**src/rtl/tx_msg_streamer_pkg.sv**
```systemverilog
// Shared types and constants for the message streamer: FSM encoding and ASCII trailer bytes.
package tx_msg_streamer_pkg;

    typedef enum logic [2:0] {
        StIdle,
        StFetch,
        StSend,
        StCr,
        StLf,
        StFin
    } state_e;

    localparam logic [7:0] CHAR_CR = 8'h0D;
    localparam logic [7:0] CHAR_LF = 8'h0A;

endpackage

```
**src/rtl/tx_msg_ram.sv**
```systemverilog
// Message storage: one synchronous write port and one registered read port.
module tx_msg_ram #(
    parameter int unsigned DATA_W = 8,
    parameter int unsigned ADDR_W = 7
) (
    input  logic              clk,
    input  logic              wr_en,
    input  logic [ADDR_W-1:0] wr_addr,
    input  logic [DATA_W-1:0] wr_data,
    input  logic              rd_en,
    input  logic [ADDR_W-1:0] rd_addr,
    output logic [DATA_W-1:0] rd_data
);

    logic [DATA_W-1:0] mem [2**ADDR_W];

    always_ff @(posedge clk) begin
        if (wr_en) begin
            mem[wr_addr] <= wr_data;
        end
        if (rd_en) begin
            rd_data <= mem[rd_addr];
        end
    end

endmodule

```
**src/rtl/tx_msg_streamer.sv**
```systemverilog
// Streams a stored message byte-by-byte over a valid/ready handshake, with optional CR/LF
// trailer, repeat and abort.
module tx_msg_streamer
    import tx_msg_streamer_pkg::*;
#(
    parameter int unsigned DATA_W      = 8,
    parameter int unsigned MAX_LEN     = 32,
    parameter int unsigned NUM_MSG     = 4,
    parameter bit          APPEND_CRLF = 1'b1,
    localparam int unsigned AW         = $clog2(MAX_LEN),
    localparam int unsigned SW         = (NUM_MSG > 1) ? $clog2(NUM_MSG) : 1
) (
    input  logic              clk,
    input  logic              reset,
    input  logic              iWR_EN,
    input  logic [SW-1:0]     iWR_MSG,
    input  logic [AW-1:0]     iWR_ADDR,
    input  logic [DATA_W-1:0] iWR_DATA,
    input  logic              iLEN_WE,
    input  logic [SW-1:0]     iLEN_MSG,
    input  logic [AW:0]       iLEN,
    input  logic              iSTART,
    input  logic [SW-1:0]     iMSG_SEL,
    input  logic              iREPEAT,
    input  logic              iABORT,
    output logic [DATA_W-1:0] oTX_DATA,
    output logic              oTX_VALID,
    input  logic              iTX_READY,
    output logic              oBUSY,
    output logic              oDONE
);

    localparam int unsigned LW = AW + 1;

    state_e            state_q, state_d;
    logic [AW:0]       len_q [NUM_MSG];
    logic [AW:0]       len_wr;
    logic [AW:0]       cur_len_q;
    logic [AW:0]       idx_q;
    logic [SW-1:0]     slot_q;
    logic              abort_q;
    logic              abort_any;
    logic              last_byte;
    logic [DATA_W-1:0] ram_rd_data;
    state_e            empty_next;

    tx_msg_ram #(
        .DATA_W (DATA_W),
        .ADDR_W (SW + AW)
    ) u_ram (
        .clk     (clk),
        .wr_en   (iWR_EN),
        .wr_addr ({iWR_MSG, iWR_ADDR}),
        .wr_data (iWR_DATA),
        .rd_en   (state_q == StFetch),
        .rd_addr ({slot_q, idx_q[AW-1:0]}),
        .rd_data (ram_rd_data)
    );

    assign len_wr     = (iLEN > LW'(MAX_LEN)) ? LW'(MAX_LEN) : iLEN;
    assign abort_any  = iABORT | abort_q;
    // A length shrunk below the current index still ends the message on this byte.
    assign last_byte  = (idx_q + LW'(1)) >= cur_len_q;
    assign empty_next = APPEND_CRLF ? StCr : StFin;

    always_ff @(posedge clk or negedge reset) begin
        if (!reset) begin
            state_q <= StIdle;
        end else begin
            state_q <= state_d;
        end
    end

    always_comb begin
        state_d = state_q;
        unique case (state_q)
            StIdle: begin
                if (!iABORT && iSTART) begin
                    state_d = (len_q[iMSG_SEL] == '0) ? empty_next : StFetch;
                end
            end
            StFetch: state_d = iABORT ? StIdle : StSend;
            StSend: begin
                if (iTX_READY) begin
                    if (abort_any)      state_d = StIdle;
                    else if (last_byte) state_d = empty_next;
                    else                state_d = StFetch;
                end
            end
            StCr: if (iTX_READY) state_d = abort_any ? StIdle : StLf;
            StLf: if (iTX_READY) state_d = abort_any ? StIdle : StFin;
            StFin: begin
                if (iABORT || !iREPEAT) state_d = StIdle;
                else state_d = (len_q[slot_q] == '0) ? empty_next : StFetch;
            end
            default: state_d = StIdle;
        endcase
    end

    always_comb begin
        oTX_VALID = 1'b0;
        oTX_DATA  = '0;
        unique case (state_q)
            StSend: begin
                oTX_VALID = 1'b1;
                oTX_DATA  = ram_rd_data;
            end
            StCr: begin
                oTX_VALID = 1'b1;
                oTX_DATA  = DATA_W'(CHAR_CR);
            end
            StLf: begin
                oTX_VALID = 1'b1;
                oTX_DATA  = DATA_W'(CHAR_LF);
            end
            default: ;
        endcase
        oBUSY = (state_q != StIdle);
        oDONE = (state_q == StFin);
    end

    always_ff @(posedge clk or negedge reset) begin
        if (!reset) begin
            idx_q     <= '0;
            slot_q    <= '0;
            cur_len_q <= '0;
            abort_q   <= 1'b0;
        end else begin
            if (state_q == StIdle && iSTART) begin
                slot_q <= iMSG_SEL;
            end
            if (state_q == StIdle || state_q == StFin) begin
                idx_q <= '0;
            end else if (state_q == StSend && iTX_READY && state_d == StFetch) begin
                idx_q <= idx_q + LW'(1);
            end
            if (state_q == StFetch) begin
                cur_len_q <= len_q[slot_q];
            end
            if (state_q == StIdle) begin
                abort_q <= 1'b0;
            end else if (iABORT) begin
                abort_q <= 1'b1;
            end
        end
    end

    always_ff @(posedge clk or negedge reset) begin
        if (!reset) begin
            for (int i = 0; i < NUM_MSG; i++) begin
                len_q[i] <= '0;
            end
        end else if (iLEN_WE) begin
            len_q[iLEN_MSG] <= len_wr;
        end
    end

endmodule
```
**config.mk**
```make
export PLATFORM = sky130hd
export DESIGN_NAME = tx_msg_streamer
export DESIGN_NICKNAME = d
export VERILOG_FILES = /design/src/rtl/tx_msg_streamer_pkg.sv /design/src/rtl/tx_msg_ram.sv /design/src/rtl/tx_msg_streamer.sv
export SDC_FILE = /design/constraint.sdc
export NUM_CORES = 1
export LEC_CHECK = 0
export BUFFER_PORTS_ARGS = -buffer_cell sky130_fd_sc_hd__buf_2
export CAP_MARGIN = 20
export CORE_MARGIN = 1
export CORE_UTILIZATION = 25
export DETAILED_ROUTE_END_ITERATION = 12
export SYNTH_ARGS = -nofsm -noshare
export SYNTH_HDL_FRONTEND = slang
export SYNTH_SLANG_ARGS = --single-unit
export TNS_END_PERCENT = 5
```
**constraint.sdc**
```tcl
create_clock -name clk -period 2.8 [get_ports clk]
set_input_delay 0.42 -clock clk [delete_from_list [all_inputs] [get_ports clk]]
set_output_delay 0.42 -clock clk [all_outputs]
set_load 0.03 [all_outputs]
```
==> flow_summary.json, run 1 <==
{
  "grt_pass1_wl_mm": 155,
  "tritoncts": "built",
  "slew_violations": 0,
  "clock-sinks": 1074,
  "place_area_sq_um": 46800,
  "endpoint_kind": "register",
  "syn_area_per_cell_sq_um": 19.3,
  "io-pin-count": 44,
  "max_cap_violations": 0,
  "skew_ns": 0.0572,
  "crit_family": "simple AND/OR/NAND/NOR gates",
  "fin_crit_sh_pct": 96.7,
  "clockRootBuffer": "clkbuf_16",
  "die_y_microns": 412,
  "ant_nets": 0,
  "cp-start-kind": "register",
  "hold_start": "iLEN[5]",
  "drtIter0Drc": 2214,
  "crit_path_frequent_cell": "buf_4",
  "ir_drop_mv": 0.478,
  "ys_async_sr_fraction_pct": 3.91,
  "tightest_slew_ns": 0.989,
  "die_x_microns": 412,
  "clock_latency_ns": 0.73,
  "worst_path_largest_cell_delay_ns": 0.68,
  "die-area_sq_um": 170000,
  "synth-seq-cells": 1074,
  "critical_path_class": "register to register",
  "cts_buffers": 104,
  "fillers": 16200,
  "gr-total-overflow": 0,
  "fin_nets": 2511,
  "cts_buffer_depth": 3,
  "h-tree-depth": 3,
  "dp_cells": 4565,
  "grt.total_usage_pct": 12.4,
  "drc": 0,
  "hold_path_class": "input port to register",
  "synth.distinct_cells": 47,
  "clock.fmax_mhz": 369,
  "syn_nets": 2211,
  "first_global_vias": 22000,
  "drive_gt1_share_pct": 26.6,
  "antenna_found_initial": 11,
  "core-area_sq_um": 167000,
  "synth-edff-count": 1032,
  "fin_area_sq_um": 50200,
  "ys.flop_type": "edfxtp_1",
  "finalSetupViolations": 0,
  "synth_area_leaders": "edfxtp_1 (74%), mux4_2 (11%), mux2i_1 (3.1%), dfrtp_1 (2.5%), nor2_1 (1.3%)",
  "status": "finished, final reports clean",
  "p_per_area_nw_per_um2": 700,
  "std_cell_rows": 150,
  "fin_util_pct": 30.0,
  "yosysTopAreaCellShare_pct": 73.8,
  "crit_arrival_ns": 3.26,
  "synth_top_area_cell": "edfxtp_1",
  "vias": 21900,
  "rsz0062_at_grt": "no",
  "routedWlPerCell_microns": 22.3,
  "start_util_pct": 25.1,
  "worst-path-buf-inv": 2,
  "startpoint": "idx_q[0]$_DFFE_PN0P_",
  "yosysWarnings": 0,
  "seq_area_frac_synth_pct": 76.3,
  "relSlewSlack_pct": 34.1,
  "fin_crit_ns": 2.71,
  "hpwlAfterDp_mm": 67.8,
  "layout.cells.non_filler": 4766,
  "rr_startpoint": "idx_q[0]$_DFFE_PN0P_",
  "total_power_uw": 35100,
  "postCtsSetupRepairBufs": 0,
  "drt_pass1_iterations": 5,
  "crit_fanout": 6,
  "via_per_inst": 4.59,
  "p_leak_uw": 0.0157,
  "clk_pin_slew_ns": 0.06,
  "synth_cells": 2171,
  "gp_congestion": 0.834,
  "wl_mm": 106,
  "grt_max_degree": 129,
  "synthTopCellsByCount": "edfxtp_1 (1032), mux4_2 (198), nor2_1 (147)",
  "cp_slowest_cell": "or3b_2",
  "port_buffers": 43,
  "area_growth_pct": 19.5,
  "hold_viol_final": 0,
  "fin_tns_setup_ns": 0,
  "yosysMostFrequentCell": "edfxtp_1",
  "netlist_area_sq_um": 42000,
  "path_cells": "or3b_2 > buf_4 > o22ai_1 > a211oi_1 > buf_4 > nand2_1 > nand3_1 > nor4_2",
  "worstPathRequired_ns": 3.35
}
## flip-flops by register name, summed over array words and instances (netlist names)
signal         cells
cur_len_q          6
u_ram.mem       1024
len_q             24
state_q            3
abort_q            1
slot_q             2
idx_q              6
u_ram.rd_data      8
## area by class of cell
type / instances / area, sq um / area share (%)
Sequential cell: 1074 / 32000 / 63.9
Inverter: 6 / 22.5 / 0.0449
Multi-Input combinational cell: 972 / 9360 / 18.6
Clock buffer: 129 / 2760 / 5.50
Antenna cell: 5 / 12.5 / 0.0249
Clock inverter: 63 / 567 / 1.13
Timing Repair Buffer: 313 / 2650 / 5.28
Tap cell: 2204 / 2760 / 5.50
## cells by family (layout without fill, tap and decap cells)
kind of cell    Yosys count  in the layout  synth area share (%)
compound gates          231            231                  3.72
xor+xnor                  8              8                 0.167
fa+ha+maj                 7              7                 0.209
buf+inv                 125            511                  1.48
flops                  1074           1074                  76.3
mux                     335            335                  13.9
other cells               0              5                     0
simple gates            391            391                  4.21
## placed cells by master (no fill, tap or decap), types with 8 or more instances in the layout
cell | netlist | routed
o22ai_1 | 56 | 56
nor2_1 | 147 | 145
mux4_2 | 198 | 198
o21ai_0 | 39 | 38
clkbuf_16 | 0 | 106
nand3_1 | 25 | 25
mux2_2 | 8 | 8
nor3_1 | 23 | 23
buf_12 | 0 | 30
bufinv_16 | 0 | 8
mux2i_1 | 129 | 129
a211oi_1 | 56 | 56
buf_4 | 19 | 244
dfrtp_1 | 42 | 40
clkinv_1 | 0 | 30
buf_2 | 41 | 35
nand2b_1 | 11 | 11
edfxtp_1 | 1032 | 1032
nand2_1 | 134 | 132
clkbuf_1 | 51 | 21
a22oi_1 | 64 | 64
nor2b_1 | 9 | 8
clkinv_2 | 0 | 18
nor4_2 | 8 | 8
## path summary, 6_finish.rpt
check | to | slack, ns | depth (start not counted)
max | u_ram.rd_data[6]$_DFFE_PN_ | 0.09 | 8
min | len_q[23]$_DFFE_PN0P_ | 0.08 | 2
max reg2reg | u_ram.rd_data[6]$_DFFE_PN_ | 0.09 | 8
min reg2reg | len_q[3]$_DFFE_PN0P_ | 0.51 | 2
max in group asynchronous | idx_q[0]$_DFFE_PN0P_ | 1.63 | 2
min in group asynchronous | idx_q[3]$_DFFE_PN0P_ | 0.42 | 2
## power by group
part,switching (uW),internal [uW]
Combinational,1920,1280
Sequential,259,17800
Clock,6070,7740
Total,8240,26900
## per-stage QoR
stage / setup slack, ns / hold slack [ns]
after floorplan: 0.105 / 0.124
after global placement: 0.0246 / 0.483
after detailed placement: -0.00235 / 0.492
after CTS: 0.0313 / 0.0326
after global routing: 0.00989 / 0.0619
final: 0.0930 / 0.0815
## worst reg2reg max path, stage by stage, from the launching register on
cell,delay [ns]
dfrtp_4,0.50
or3b_2,0.68
buf_4,0.26
o22ai_1,0.21
a211oi_1,0.10
buf_4,0.16
nand2_1,0.15
nand3_1,0.23
nor4_2,0.29
## routing by layer
metal,up-vias,part of all wire (%),wire length [microns],GRT usage [%]
met5,-,0.012,13,0
met1,11400,44,46300,17.8
met4,2,2.6,2750,3.89
li1,9465,-,-,-
met2,840,46,48400,19.0
met3,156,8.2,8710,2.30
## timing repair
item,in CTS,in global routing
endpoints found under the hold margin,45,0
gates cloned,0,0
hold buffers,4,0
endpoints found under the setup margin,1,6
pin swaps,0,0
gates resized for setup,1,3
Power figures use the tool's default switching activity.
==> run 2, diff against run 1 <==
Settings changed: CORE_UTILIZATION 25 to 48, SKIP_CTS_REPAIR_TIMING set to 1.
Clock period 2.8 ns to 3.1 ns, I/O delays scaled along.
==> flow_summary.json, run 2 (synthesized netlist as in run 1, its figures left out) <==
{
  "die-area_sq_um": 88700,
  "whs_ns": -0.0468,
  "relSlewSlack_pct": 31.7,
  "largest_register": "u_ram.mem",
  "start_util_pct": 48.4,
  "cts_buffers": 107,
  "layout_common_cells": "edfxtp_1 (1032), mux4_2 (198), buf_4 (195)",
  "tightest_slew_ns": 1.02,
  "clockRootBuffer": "clkbuf_16",
  "drive_gt1_share_pct": 24.9,
  "antenna_found_initial": 6,
  "worstPathRequired_ns": 3.49,
  "layout.cells.non_filler": 3651,
  "core-area_sq_um": 86800,
  "p_leak_uw": 0.0153,
  "gr-total-overflow": 0,
  "drc": 0,
  "crit_arrival_ns": 3.42,
  "status": "finished, violations left",
  "hold_viol_final": 42,
  "grt.total_usage_pct": 23.5,
  "routedWlPerCell_microns": 28.3,
  "clock_latency_ns": 0.68,
  "grt_pass1_wl_mm": 152,
  "rsz0062_at_grt": "no",
  "hpwlAfterDp_mm": 64.1,
  "first_global_vias": 22200,
  "layout_commonest_cell": "edfxtp_1",
  "vias": 21800,
  "tritoncts": "built",
  "total_power_uw": 31500,
  "wl_mm": 103,
  "fin_nets": 2452,
  "ant_nets": 0,
  "crit_fanout": 31,
  "drt_pass1_iterations": 7,
  "gp_congestion": 0.813,
  "clock.fmax_mhz": 330,
  "h-tree-depth": 3,
  "dp_cells": 3458,
  "fin_crit_sh_pct": 97.8,
  "finalSetupViolations": 0,
  "endpoint_kind": "register",
  "die_y_microns": 298,
  "port_buffers": 43,
  "clock-sinks": 1074,
  "hold_path_class": "input port to asynchronous set/reset pin",
  "reg.largest.list": "u_ram.mem: 1024 flops, len_q: 24 flops, u_ram.rd_data: 8 flops",
  "cts_buffer_depth": 3,
  "io-pin-count": 44,
  "failed_checks": "hold timing",
  "slew_violations": 0,
  "largest_reg_flops": 1024,
  "fin_area_sq_um": 48300,
  "max_cap_violations": 0,
  "skew_ns": 0.0305,
  "fin_crit_ns": 3.03,
  "clk_pin_slew_ns": 0.06,
  "std_cell_rows": 108,
  "place_area_sq_um": 44900,
  "via_per_inst": 5.97,
  "drtIter0Drc": 2243,
  "ir_drop_mv": 0.480,
  "critical_path_class": "register to register",
  "grt_max_degree": 129,
  "die_x_microns": 298,
  "cp-start-kind": "register",
  "area_growth_pct": 15.0,
  "p_per_area_nw_per_um2": 653
}
## run 2: cell count changes in the layout (fill, tap and decap cells not counted), moves of 3 or more
cell / change
clkbuf_16: +4
dlygate4sd3_1: -4
buf_12: -9
diode_2: -4
buf_4: -49
clkinv_1: -3
## run 2: layout make-up
type / instances / area (sq um)
fill: 6610 / 38500
sequential: 1074 / 32000
multi-input combinational: 972 / 9360
clock buffer: 133 / 2840
timing repair buffer: 251 / 2060
tap: 1155 / 1450
clock inverter: 59 / 512
inverter: 6 / 22.5
antenna: 1 / 2.50
## run 2: final timing paths
path / endpoint / from / slack (ns) / depth (start not counted)
max: u_ram.rd_data[3]$_DFFE_PN_ / idx_q[2]$_DFFE_PN0P_ / 0.07 / 7
min: len_q[6]$_DFFE_PN0P_ / reset / -0.05 / 1
max reg2reg: u_ram.rd_data[3]$_DFFE_PN_ / idx_q[2]$_DFFE_PN0P_ / 0.07 / 7
min reg2reg: len_q[22]$_DFFE_PN0P_ / len_q[22]$_DFFE_PN0P_ / 0.50 / 2
max in group asynchronous: idx_q[2]$_DFFE_PN0P_ / reset / 2.45 / 1
min in group clk: state_q[2]$_DFF_PN0_ / iTX_READY / 0.03 / 2
## run 2: per-stage QoR
stage	util, %	worst slack, ns	TNS [ns]
2_1_floorplan	-	0.405	0
3_3_place_gp	51.8	0.0190	0
3_5_place_dp	51.8	0.0200	0
4_1_cts	55.6	-0.0183	-0.0183
5_1_grt	55.7	0.0491	0
6_report	55.7	0.0695	0
## run 2: critical path, stage by stage (launching register included)
cell     delay, ns
dfrtp_4       0.59
buf_12        0.25
buf_4         0.26
mux4_2        0.37
a22oi_1       0.16
nand2_1       0.15
nor3_1        0.77
nor4_2        0.12
## run 2: layer usage
| metal | GRT usage [%] | wire length, microns | share of wire (%) |
|---|---|---|---|
| met3 | 3.57 | 6950 | 6.7 |
| met5 | 0 | 23 | 0.022 |
| met2 | 37.7 | 49800 | 48 |
| met1 | 34.2 | 44300 | 43 |
| met4 | 5.82 | 2270 | 2.2 |
## run 2: power by group
part | switching, uW | internal [uW] | leakage, uW
Combinational | 1670 | 1060 | 0.00388
Sequential | 197 | 16100 | 0.00982
Clock | 5330 | 7120 | 0.00163
Total | 7200 | 24300 | 0.0153
